===== src/rtl/sparse_mac_pkg.sv =====
// Shared types for the sparse MAC scheduler: element/value widths,
// the sparse stream element and the scheduler FSM encoding.
package sparse_mac_pkg;

  localparam int unsigned INDEX_W = 16;
  localparam int unsigned VALUE_W = 16;
  localparam int unsigned ACCUM_W = 32;

  typedef logic [VALUE_W-1:0] value_bus_t;

  typedef struct packed {
    logic [INDEX_W-1:0] index;
    value_bus_t         value;
  } sparse_elem_t;

  typedef enum logic [2:0] {
    IDLE,
    MERGE,
    FLUSH,
    DRAIN,
    RESULT
  } sched_state_t;

endpackage


===== src/rtl/sparse_index_merge.sv =====
// Stateless compare/pop decision for the heads of two index-sorted streams.
module sparse_index_merge
  import sparse_mac_pkg::*;
(
  input  logic               a_valid,
  input  logic               b_valid,
  input  logic [INDEX_W-1:0] a_index,
  input  logic [INDEX_W-1:0] b_index,
  output logic               pop_a,
  output logic               pop_b,
  output logic               match
);

  // Pop the smaller index; pop both and flag a match on equal indices
  always_comb begin
    pop_a = 1'b0;
    pop_b = 1'b0;
    match = 1'b0;
    if (a_valid && b_valid) begin
      if (a_index == b_index) begin
        pop_a = 1'b1;
        pop_b = 1'b1;
        match = 1'b1;
      end else if (a_index < b_index) begin
        pop_a = 1'b1;
      end else begin
        pop_b = 1'b1;
      end
    end
  end

endmodule


===== src/rtl/sparse_mac_scheduler.sv =====
// Job-level controller in front of multiply_and_accum: merges two sparse
// streams, issues matched value pairs, waits for the MAC to drain and returns
// the job dot product relative to the accumulator snapshot taken at accept.
// Optional per-job statistics ports: define SPARSE_MAC_SCHED_STATS_EN.
module sparse_mac_scheduler
  import sparse_mac_pkg::*;
#(
  parameter int unsigned NUM_DECODERS = 2,
  parameter int unsigned LEN_W        = 16,
  parameter int unsigned DRAIN_CYCLES = 2
) (
  input  logic                              mac_clk,
  input  logic                              mac_rst,
  input  logic                              job_valid_i,
  output logic                              job_ready_o,
  input  logic [LEN_W-1:0]                  job_len_a_i,
  input  logic [LEN_W-1:0]                  job_len_b_i,
  input  logic                              a_valid_i,
  input  logic                              b_valid_i,
  output logic                              a_ready_o,
  output logic                              b_ready_o,
  input  sparse_elem_t                      a_data_i,
  input  sparse_elem_t                      b_data_i,
  output logic                              pair_valid_o,
  output value_bus_t [NUM_DECODERS-1:0]     pair_data_o,
  output logic                              done_o,
  input  logic [ACCUM_W-1:0]                mac_data_i,
`ifdef SPARSE_MAC_SCHED_STATS_EN
  output logic [LEN_W-1:0]                  stat_matches_o,
  output logic [31:0]                       stat_cycles_o,
`endif
  output logic                              result_valid_o,
  input  logic                              result_ready_i,
  output logic [ACCUM_W-1:0]                result_data_o
);

  if (NUM_DECODERS != 2) begin : g_num_decoders_check
    $error("sparse_mac_scheduler supports exactly two decoder streams");
  end

  localparam int unsigned DRAIN_W = $clog2(DRAIN_CYCLES + 1);
  localparam logic [DRAIN_W-1:0] DRAIN_LAST = DRAIN_W'(DRAIN_CYCLES - 1);

  sched_state_t                  state_q, state_d;
  logic [LEN_W-1:0]              len_a_q, len_b_q;
  logic [LEN_W-1:0]              cnt_a_q, cnt_b_q, cnt_a_d, cnt_b_d;
  logic [ACCUM_W-1:0]            base_q, result_q;
  logic [DRAIN_W-1:0]            drain_cnt_q;
  logic                          job_ready_q, pair_valid_q;
  value_bus_t [NUM_DECODERS-1:0] pair_data_q;
  logic                          m_pop_a, m_pop_b, m_match;
  logic                          pop_a, pop_b, issue, accept, drain_last;
  logic                          a_exhausted, b_exhausted;

  sparse_index_merge u_merge (
    .a_valid (a_valid_i),
    .b_valid (b_valid_i),
    .a_index (a_data_i.index),
    .b_index (b_data_i.index),
    .pop_a   (m_pop_a),
    .pop_b   (m_pop_b),
    .match   (m_match)
  );

  // State register
  always_ff @(posedge mac_clk or negedge mac_rst) begin
    if (!mac_rst) state_q <= IDLE;
    else          state_q <= state_d;
  end

  // Pop decisions first, then transitions based on the post-pop counts
  always_comb begin
    state_d    = state_q;
    pop_a      = 1'b0;
    pop_b      = 1'b0;
    issue      = 1'b0;
    accept     = 1'b0;
    drain_last = 1'b0;
    case (state_q)
      MERGE: begin
        pop_a = m_pop_a;
        pop_b = m_pop_b;
        issue = m_match;
      end
      FLUSH: begin
        pop_a = a_valid_i && (cnt_a_q != len_a_q);
        pop_b = b_valid_i && (cnt_b_q != len_b_q);
      end
      default: ;
    endcase
    cnt_a_d     = cnt_a_q + LEN_W'(pop_a);
    cnt_b_d     = cnt_b_q + LEN_W'(pop_b);
    a_exhausted = (cnt_a_d == len_a_q);
    b_exhausted = (cnt_b_d == len_b_q);
    case (state_q)
      IDLE: begin
        if (job_valid_i && job_ready_q) begin
          accept  = 1'b1;
          state_d = (job_len_a_i == '0 || job_len_b_i == '0) ? FLUSH : MERGE;
        end
      end
      MERGE: begin
        if (a_exhausted && b_exhausted)      state_d = DRAIN;
        else if (a_exhausted || b_exhausted) state_d = FLUSH;
      end
      FLUSH: begin
        if (a_exhausted && b_exhausted) state_d = DRAIN;
      end
      DRAIN: begin
        // Counting only starts once the last issued pair has left the output
        if (!pair_valid_q && drain_cnt_q == DRAIN_LAST) begin
          drain_last = 1'b1;
          state_d    = RESULT;
        end
      end
      RESULT: begin
        if (result_ready_i) state_d = IDLE;
      end
      default: state_d = IDLE;
    endcase
  end

  // Job registers, pop counters, pair output and result capture
  always_ff @(posedge mac_clk or negedge mac_rst) begin
    if (!mac_rst) begin
      job_ready_q  <= 1'b0;
      len_a_q      <= '0;
      len_b_q      <= '0;
      cnt_a_q      <= '0;
      cnt_b_q      <= '0;
      base_q       <= '0;
      drain_cnt_q  <= '0;
      pair_valid_q <= 1'b0;
      pair_data_q  <= '0;
      result_q     <= '0;
    end else begin
      job_ready_q  <= (state_d == IDLE);
      pair_valid_q <= issue;
      if (issue) begin
        pair_data_q[0] <= a_data_i.value;
        pair_data_q[1] <= b_data_i.value;
      end
      if (accept) begin
        len_a_q <= job_len_a_i;
        len_b_q <= job_len_b_i;
        cnt_a_q <= '0;
        cnt_b_q <= '0;
        base_q  <= mac_data_i;
      end else begin
        cnt_a_q <= cnt_a_d;
        cnt_b_q <= cnt_b_d;
      end
      if (state_q == DRAIN && !pair_valid_q) drain_cnt_q <= drain_cnt_q + 1'b1;
      else                                    drain_cnt_q <= '0;
      if (drain_last) result_q <= mac_data_i - base_q;
    end
  end

  assign job_ready_o    = job_ready_q;
  assign a_ready_o      = pop_a;
  assign b_ready_o      = pop_b;
  assign pair_valid_o   = pair_valid_q;
  assign pair_data_o    = pair_data_q;
  assign done_o         = drain_last;
  assign result_valid_o = (state_q == RESULT);
  assign result_data_o  = result_q;

`ifdef SPARSE_MAC_SCHED_STATS_EN
  logic             stat_run_q;
  logic [LEN_W-1:0] stat_matches_q;
  logic [31:0]      stat_cycles_q;

  // Per-job counters: cleared on accept, frozen after the done cycle
  always_ff @(posedge mac_clk or negedge mac_rst) begin
    if (!mac_rst) begin
      stat_run_q     <= 1'b0;
      stat_matches_q <= '0;
      stat_cycles_q  <= '0;
    end else if (accept) begin
      stat_run_q     <= 1'b1;
      stat_matches_q <= '0;
      stat_cycles_q  <= '0;
    end else if (stat_run_q) begin
      stat_cycles_q <= stat_cycles_q + 32'd1;
      if (issue)      stat_matches_q <= stat_matches_q + LEN_W'(1);
      if (drain_last) stat_run_q     <= 1'b0;
    end
  end

  assign stat_matches_o = stat_matches_q;
  assign stat_cycles_o  = stat_cycles_q;
`endif

endmodule


===== config.mk =====
export PLATFORM = sky130hd
export DESIGN_NAME = sparse_mac_scheduler
export DESIGN_NICKNAME = d
export VERILOG_FILES = /design/src/rtl/sparse_mac_pkg.sv /design/src/rtl/sparse_index_merge.sv /design/src/rtl/sparse_mac_scheduler.sv
export SDC_FILE = /design/constraint.sdc
export NUM_CORES = 1
export LEC_CHECK = 0
export BUFFER_PORTS_ARGS = -buffer_cell sky130_fd_sc_hd__buf_2
export CAP_MARGIN = 20
export CORE_MARGIN = 4
export CORE_UTILIZATION = 60
export CTS_CLUSTER_DIAMETER = 80
export DETAILED_ROUTE_END_ITERATION = 7
export HOLD_SLACK_MARGIN = 0.02
export MAX_ROUTING_LAYER = met4
export PLACE_DENSITY = 0.86
export SYNTH_ARGS = -nofsm -noshare
export SYNTH_HDL_FRONTEND = slang
export SYNTH_SLANG_ARGS = --single-unit

===== constraint.sdc =====
create_clock -name mac_clk -period 12.9 [get_ports mac_clk]
set_input_delay 3.225 -clock mac_clk [delete_from_list [all_inputs] [get_ports mac_clk]]
set_output_delay 3.225 -clock mac_clk [all_outputs]
set_load 0.05 [all_outputs]

==> results of run 1 <==
## critical path: stages
cell     delay (ps)
buf_2            80
inv_1            40
ha_1            280
and4_1          190
nand3_1          90
or4_1           500
buf_4           260
inv_2           470
a31oi_1          80
o21ai_0         140
buf_2           320
## state kept, by name, indices dropped and copies added (netlist names)
signal / count
job_ready_o: 1
cnt_b_q: 16
len_a_q: 16
len_b_q: 16
state_q: 3
cnt_a_q: 16
base_q: 32
pair_valid_o: 1
pair_data_o: 32
result_data_o: 32
drain_cnt_q: 2
## cells in the final DEF (no fill, tap or decap), types with 5 or more instances in the layout
master,n
mux2_2,34
a21boi_0,5
a21o_1,13
ha_1,52
nand2_1,190
dfrtp_1,167
nor4_1,18
clkbuf_16,17
nand2b_1,10
nor3_1,12
buf_2,202
xor2_1,56
xnor2_1,48
nor2_1,59
nor2b_1,10
a31oi_1,6
nor3b_1,8
o31ai_1,8
and3_1,9
inv_1,62
a21oi_1,35
nand3_1,19
nand4_1,17
a211oi_1,8
clkinvlp_4,5
o21a_1,5
o21ai_0,84
buf_4,5
o211ai_1,6
or4_1,6
## how the worst max path moves through the flow
| stage | endpoint | cells after the start | slack (ps) | from |
|---|---|---|---|---|
| 6_report | a_ready_o | 11 | 3980 | b_data_i[25] |
| 3_3_place_gp | a_ready_o | 11 | 4010 | b_data_i[27] |
| 5_1_grt | a_ready_o | 11 | 3770 | b_data_i[27] |
| 3_5_place_dp | a_ready_o | 11 | 4010 | b_data_i[25] |
| 4_1_cts | a_ready_o | 11 | 4000 | b_data_i[25] |
| 2_1_floorplan | a_ready_o | 10 | 3940 | b_data_i[25] |
## logic make-up (layout without fill, tap and decap cells)
logic type / count (synthesis) / in the layout / synth area share [%]
compound gates: 189 / 189 / 11.9
xor+xnor: 104 / 104 / 9.48
fa+ha+maj: 53 / 53 / 6.98
buf+inv: 108 / 303 / 4.53
flops: 167 / 167 / 43.5
mux: 38 / 38 / 4.40
other cells: 0 / 3 / 0
simple gates: 388 / 388 / 19.1
## power by group
group          internal, mW  switching, mW
combinational         0.402          0.633
sequential            0.675          0.105
clock                 0.271          0.214
total                  1.35          0.952
## layout make-up
type | instances | share of cell area, %
multi-input cells | 772 | 44.2
flip-flops and latches | 167 | 36.9
repair buffers | 208 | 9.37
clock buffers | 18 | 3.88
well taps | 211 | 2.33
inverters | 63 | 2.09
clock inverters | 14 | 1.12
diodes | 3 | 0.0664
## metrics by stage
stage | utilization (%) | cells | power (mW) | cell area, um2 | hold WS [ps]
after floorplan | - | 1047 | 1.55 | 9600 | 415
after global placement | 69.6 | 1421 | 1.77 | 10700 | 427
after detailed placement | 69.6 | 1421 | 1.81 | 10700 | 432
after CTS | 73.3 | 1453 | 2.31 | 11300 | 440
after global routing | 73.3 | 1456 | 2.46 | 11300 | 470
final | 73.3 | 1456 | 2.30 | 11300 | 436
## layer usage
layer,up-vias,global-route usage [%]
li1,3966,-
met1,3920,35.5
met2,232,43.7
met3,31,6.48
met4,0,7.86
met5,-,-
==> impl_metrics.csv, run 1 <==
group,metric,value,unit
outcome,status,"finished, final reports clean",
die,die_w,135,um
logic_synthesis,synth-edff-count,0,
detailed_routing,ant_nets,0,
setup_path,start_kind,"input pin",
grt,grt_max_degree,92,
logic_synthesis,syn_nets,1234,
detailed_routing,wl_met3,1430,um
timing,relSlewSlack,36.4,%
timing,finalSetupViolations,0,
detailed_routing,via_count,8149,
logic_synthesis,ys.flop_type,"dfrtp_1",
placed_design,place_congestion,0.933,
finish,area_growth,17.8,%
logic_synthesis,yosysUniqueCellTypes,60,
clock_network,cts_made_buffers,17,
placed_design,dp_hpwl,17600,um
grt,first_global_vias,8114,
die,core_area,15400,um2
detailed_routing,drt_iter0_drc,546,
setup_path,worstSetupEndpointType,"output pin",
setup_path,r2r_slack,7080,ps
setup_path,r2r-end,"state_q[0]$_DFF_PN0_",
logic_synthesis,synth_common_cells,"nand2_1, dfrtp_1, o21ai_0, inv_1, nor2_1",
finish,multi_input_area,5000,um2
worst_hold_path,hp-class,"flip-flop to flip-flop",
clock_network,clock_insertion_delay_worst_skew,430,ps
detailed_routing,drt_pass1_iterations,5,
die,die_area,18100,um2
logic_synthesis,synth_seq_cells,167,
detailed_routing,wl,23600,um
setup_path,worst_ep_required_time,9680,ps
logic_synthesis,ys_seq_area_share,43.5,%
logic_synthesis,postSynthAreaPerCell,9.17,um2
grt,grt_pass1_wl,39000,um
pwr,power_density,203,nW/um2
detailed_routing,top_layer,"met4",
timing,grt_setup_unrepaired,"false",
die,row_count,45,
detailed_routing,drc,0,
pwr,power_leakage,5.66,nW
clock_network,cts.sinks,167,
timing,post-route-min-period,8920,ps
clock_network,clockBufferDepth,2,
timing,tightest_slew,954,ps
die,die_y,135,um
setup_path,r2r_start,"state_q[2]$_DFF_PN0_",
finish,nFillCells,1207,
timing,finalWorstSetupSlack,3980,ps
clock_network,cts_tree,"yes",
die,start_util,62.3,%
worst_hold_path,hold_start,"drain_cnt_q[0]$_DFF_PN0_",
setup_path,worstPathMaxFanout,34,
logic_synthesis,yosysWarnings,0,
clock_network,cts-root-buf,"clkbuf_16",
logic_synthesis,async_flop_share,100,%
finish,drive_gt1_share,23.0,%
detailed_routing,drt-met1-wl,10200,um
clock_network,h-tree-depth,4,
grt,antenna_found_initial,3,
detailed_routing,met2_length,11500,um
timing,finalHoldViolations,0,
logic_synthesis,synth_top_area_share,43.5,%
timing,final.setup.tns,0,ps
job,cap_violations,0,
timing,fmax,0.112,GHz
worst_hold_path,holdPathEnd,"drain_cnt_q[0]$_DFF_PN0_",
setup_path,r2r_cells,19,
finish,seqCellArea,4180,um2
logic_synthesis,synth_area_leader_cell,"dfrtp_1",
clock_network,ctsResizeCount,0,
setup_path,critPathKind,"input pin to output pin",
setup_path,critPathArrivalTime,5690,ps
grt,grt_use_total,27.5,%
timing,period_share,69.1,%
worst_hold_path,hold_depth,1,
logic_synthesis,netlist_area,9600,um2
clock_network,holdBufCountCts,0,
finish,nets,1416,
placed_design,pre_cts_ws,4010,ps
clock_network,clk_pin_slew,60,ps
timing,slew_violations,0,
detailed_routing,avgViaCountPerCell,5.60,
logic_synthesis,synth.most_common_cell,"nand2_1",
detailed_routing,wl_per_cell,16.2,um
logic_synthesis,synth_area_leaders,"dfrtp_1, nand2_1, ha_1",
grt,overflow,0,
placed_design,place.port_buffers,203,
logic_synthesis,syn_inst,1047,
die,ios,204,
clock_network,cts_setup_buffers,0,
timing,fin_worst_skew,11.0,ps
pwr,vdd_ir_drop_max,0.133,mV
Note: power is estimated with default switching activity, not from simulation.
==> inputs of run 2 (changes only) <==
Settings changed: CORE_UTILIZATION 60 to 50, PLACE_DENSITY 0.86 to 0.76.
Clock period 12.9 ns to 8.07 ns, I/O delays scaled along.
==> run 2 against run 1 <==
  * Routed wire length down 2.8%
  * Clock-buffer cell count unchanged
  * Die area up 19%
  * Via count down 2.2%
  * Register-to-register slack worse by 4600 ps
  * Setup slack worse by 2400 ps
  * Critical path depth down 1
  * Global-route usage down 5.2 points
  * Critical endpoint unchanged
==> impl_metrics.csv, run 2 (synthesis gave the netlist of run 1 again) <==
group,metric,value,unit
clock_network,cts_tree,"yes",
timing,final.setup.tns,0,ps
grt,antenna_found_initial,2,
grt,grt_pass1_wl,38100,um
setup_path,critPathKind,"input pin to output pin",
clock_network,h-tree-depth,4,
setup_path,critPathLaunch,"a_data_i[25]",
setup_path,worstSetupEndpointType,"output pin",
detailed_routing,wl_per_cell,15.5,um
setup_path,crit_chain,"buf_2, ha_1, and4_1, nand3_1, or4_1, buf_4, inv_2, a31oi_1, o21ai_0, buf_2",
clock_network,cts-root-buf,"clkbuf_16",
setup_path,crit_end,"a_ready_o",
die,die_w,147,um
worst_hold_path,hold_start,"drain_cnt_q[0]$_DFF_PN0_",
timing,finalHoldViolations,0,
placed_design,place.port_buffers,203,
clock_network,cts.sinks,167,
grt,grt_max_degree,99,
die,ios,204,
detailed_routing,drt_pass1_iterations,5,
die,start_util,51.2,%
setup_path,r2r_start,"state_q[2]$_DFF_PN0_",
detailed_routing,wl,23000,um
placed_design,placedCellCount,1444,
outcome,status,"finished, final reports clean",
detailed_routing,ant_nets,0,
setup_path,slowest_stage,"or4_1",
setup_path,cp_slowest_stage_delay,520,ps
setup_path,worstPathMaxFanout,34,
clock_network,holdBufCountCts,0,
finish,instances_no_fill,1478,
clock_network,clk_pin_slew,60,ps
detailed_routing,via_count,7970,
job,cap_violations,0,
timing,period_share,80.2,%
die,die_area,21500,um2
finish,final_cell_mix,"buf_2, nand2_1, dfrtp_1",
pwr,power_leakage,5.69,nW
finish,nFillCells,1644,
pwr,power_density,327,nW/um2
grt,first_global_vias,7825,
setup_path,critPathArrivalTime,4460,ps
setup_path,worst_ep_required_time,6050,ps
detailed_routing,avgViaCountPerCell,5.39,
clock_network,ctsResizeCount,0,
worst_hold_path,hold_depth,1,
worst_hold_path,hp-class,"flip-flop to flip-flop",
timing,grt_setup_unrepaired,"false",
finish,area_growth,18.7,%
setup_path,r2r-end,"state_q[0]$_DFF_PN0_",
clock_network,cts_made_buffers,17,
setup_path,r2r_slack,2440,ps
timing,relSlewSlack,40.2,%
clock_network,clock_insertion_delay_worst_skew,430,ps
die,die_y,147,um
placed_design,dp_hpwl,17200,um
timing,finalSetupViolations,0,
die,row_count,50,
detailed_routing,drt_iter0_drc,494,
clock_network,clockBufferDepth,2,
setup_path,cpMostUsedCell,"buf_2",
timing,fmax,0.154,GHz
finish,drive_gt1_share,23.0,%
timing,tightest_slew,897,ps
timing,fin_worst_skew,16.3,ps
clock_network,cts_setup_buffers,0,
placed_design,place_congestion,0.906,
setup_path,cpLargestDelayFamily,"buffers and inverters",
grt,overflow,0,
setup_path,start_kind,"input pin",
finish,nets,1416,
timing,slew_violations,0,
setup_path,worst-path-stages,10,
setup_path,r2r_cells,16,
grt,grt_use_total,22.2,%
setup_path,critPathBufInv,4,
pwr,vdd_ir_drop_max,0.151,mV
detailed_routing,drc,0,
finish,layout_commonest_cell,"buf_2",
die,core_area,18800,um2
timing,post-route-min-period,6470,ps
## run 2: worst min path at each step
stage | end
floorplan | drain_cnt_q[0]$_DFF_PN0_
global placement | drain_cnt_q[0]$_DFF_PN0_
detailed placement | drain_cnt_q[0]$_DFF_PN0_
CTS | drain_cnt_q[0]$_DFF_PN0_
global route | drain_cnt_q[0]$_DFF_PN0_
finish | drain_cnt_q[0]$_DFF_PN0_
## run 2: report_power, final
| group | leakage (nW) | switching [mW] | internal [mW] |
|---|---|---|---|
| combinational | 3.31 | 0.994 | 0.641 |
| sequential | 2.08 | 0.168 | 1.08 |
| clock | 0.299 | 0.369 | 0.480 |
| total | 5.69 | 1.53 | 2.20 |
## run 2: layout make-up
class	count	area [um2]	share of cell area, %
clock buffers	18	439	3.85
well taps	234	293	2.57
multi-input cells	772	5000	43.9
diodes	2	5.00	0.0439
flip-flops and latches	167	4180	36.7
repair buffers	208	1060	9.30
clock inverters	14	185	1.62
inverters	63	236	2.07
## run 2: layer usage
layer / part of all wire, % / global-route usage, %
met1: 45 / 28.7
met4: 1.8 / 6.91
met5: 0 / -
met3: 5.2 / 4.16
met2: 48 / 35.7
## run 2: metrics by stage
step / cell area [um2] / power (mW) / util, % / setup WS (ps) / hold slack, ps
5_1_grt: 11400 / 3.99 / 60.7 / 1360 / 467
6_report: 11400 / 3.73 / 60.7 / 1600 / 450
3_5_place_dp: 10800 / 2.88 / 57.4 / 1400 / 446
4_1_cts: 11400 / 3.75 / 60.7 / 1580 / 456
3_3_place_gp: 10800 / 2.84 / 57.4 / 1530 / 426
2_1_floorplan: 9600 / 2.48 / - / 1050 / 415
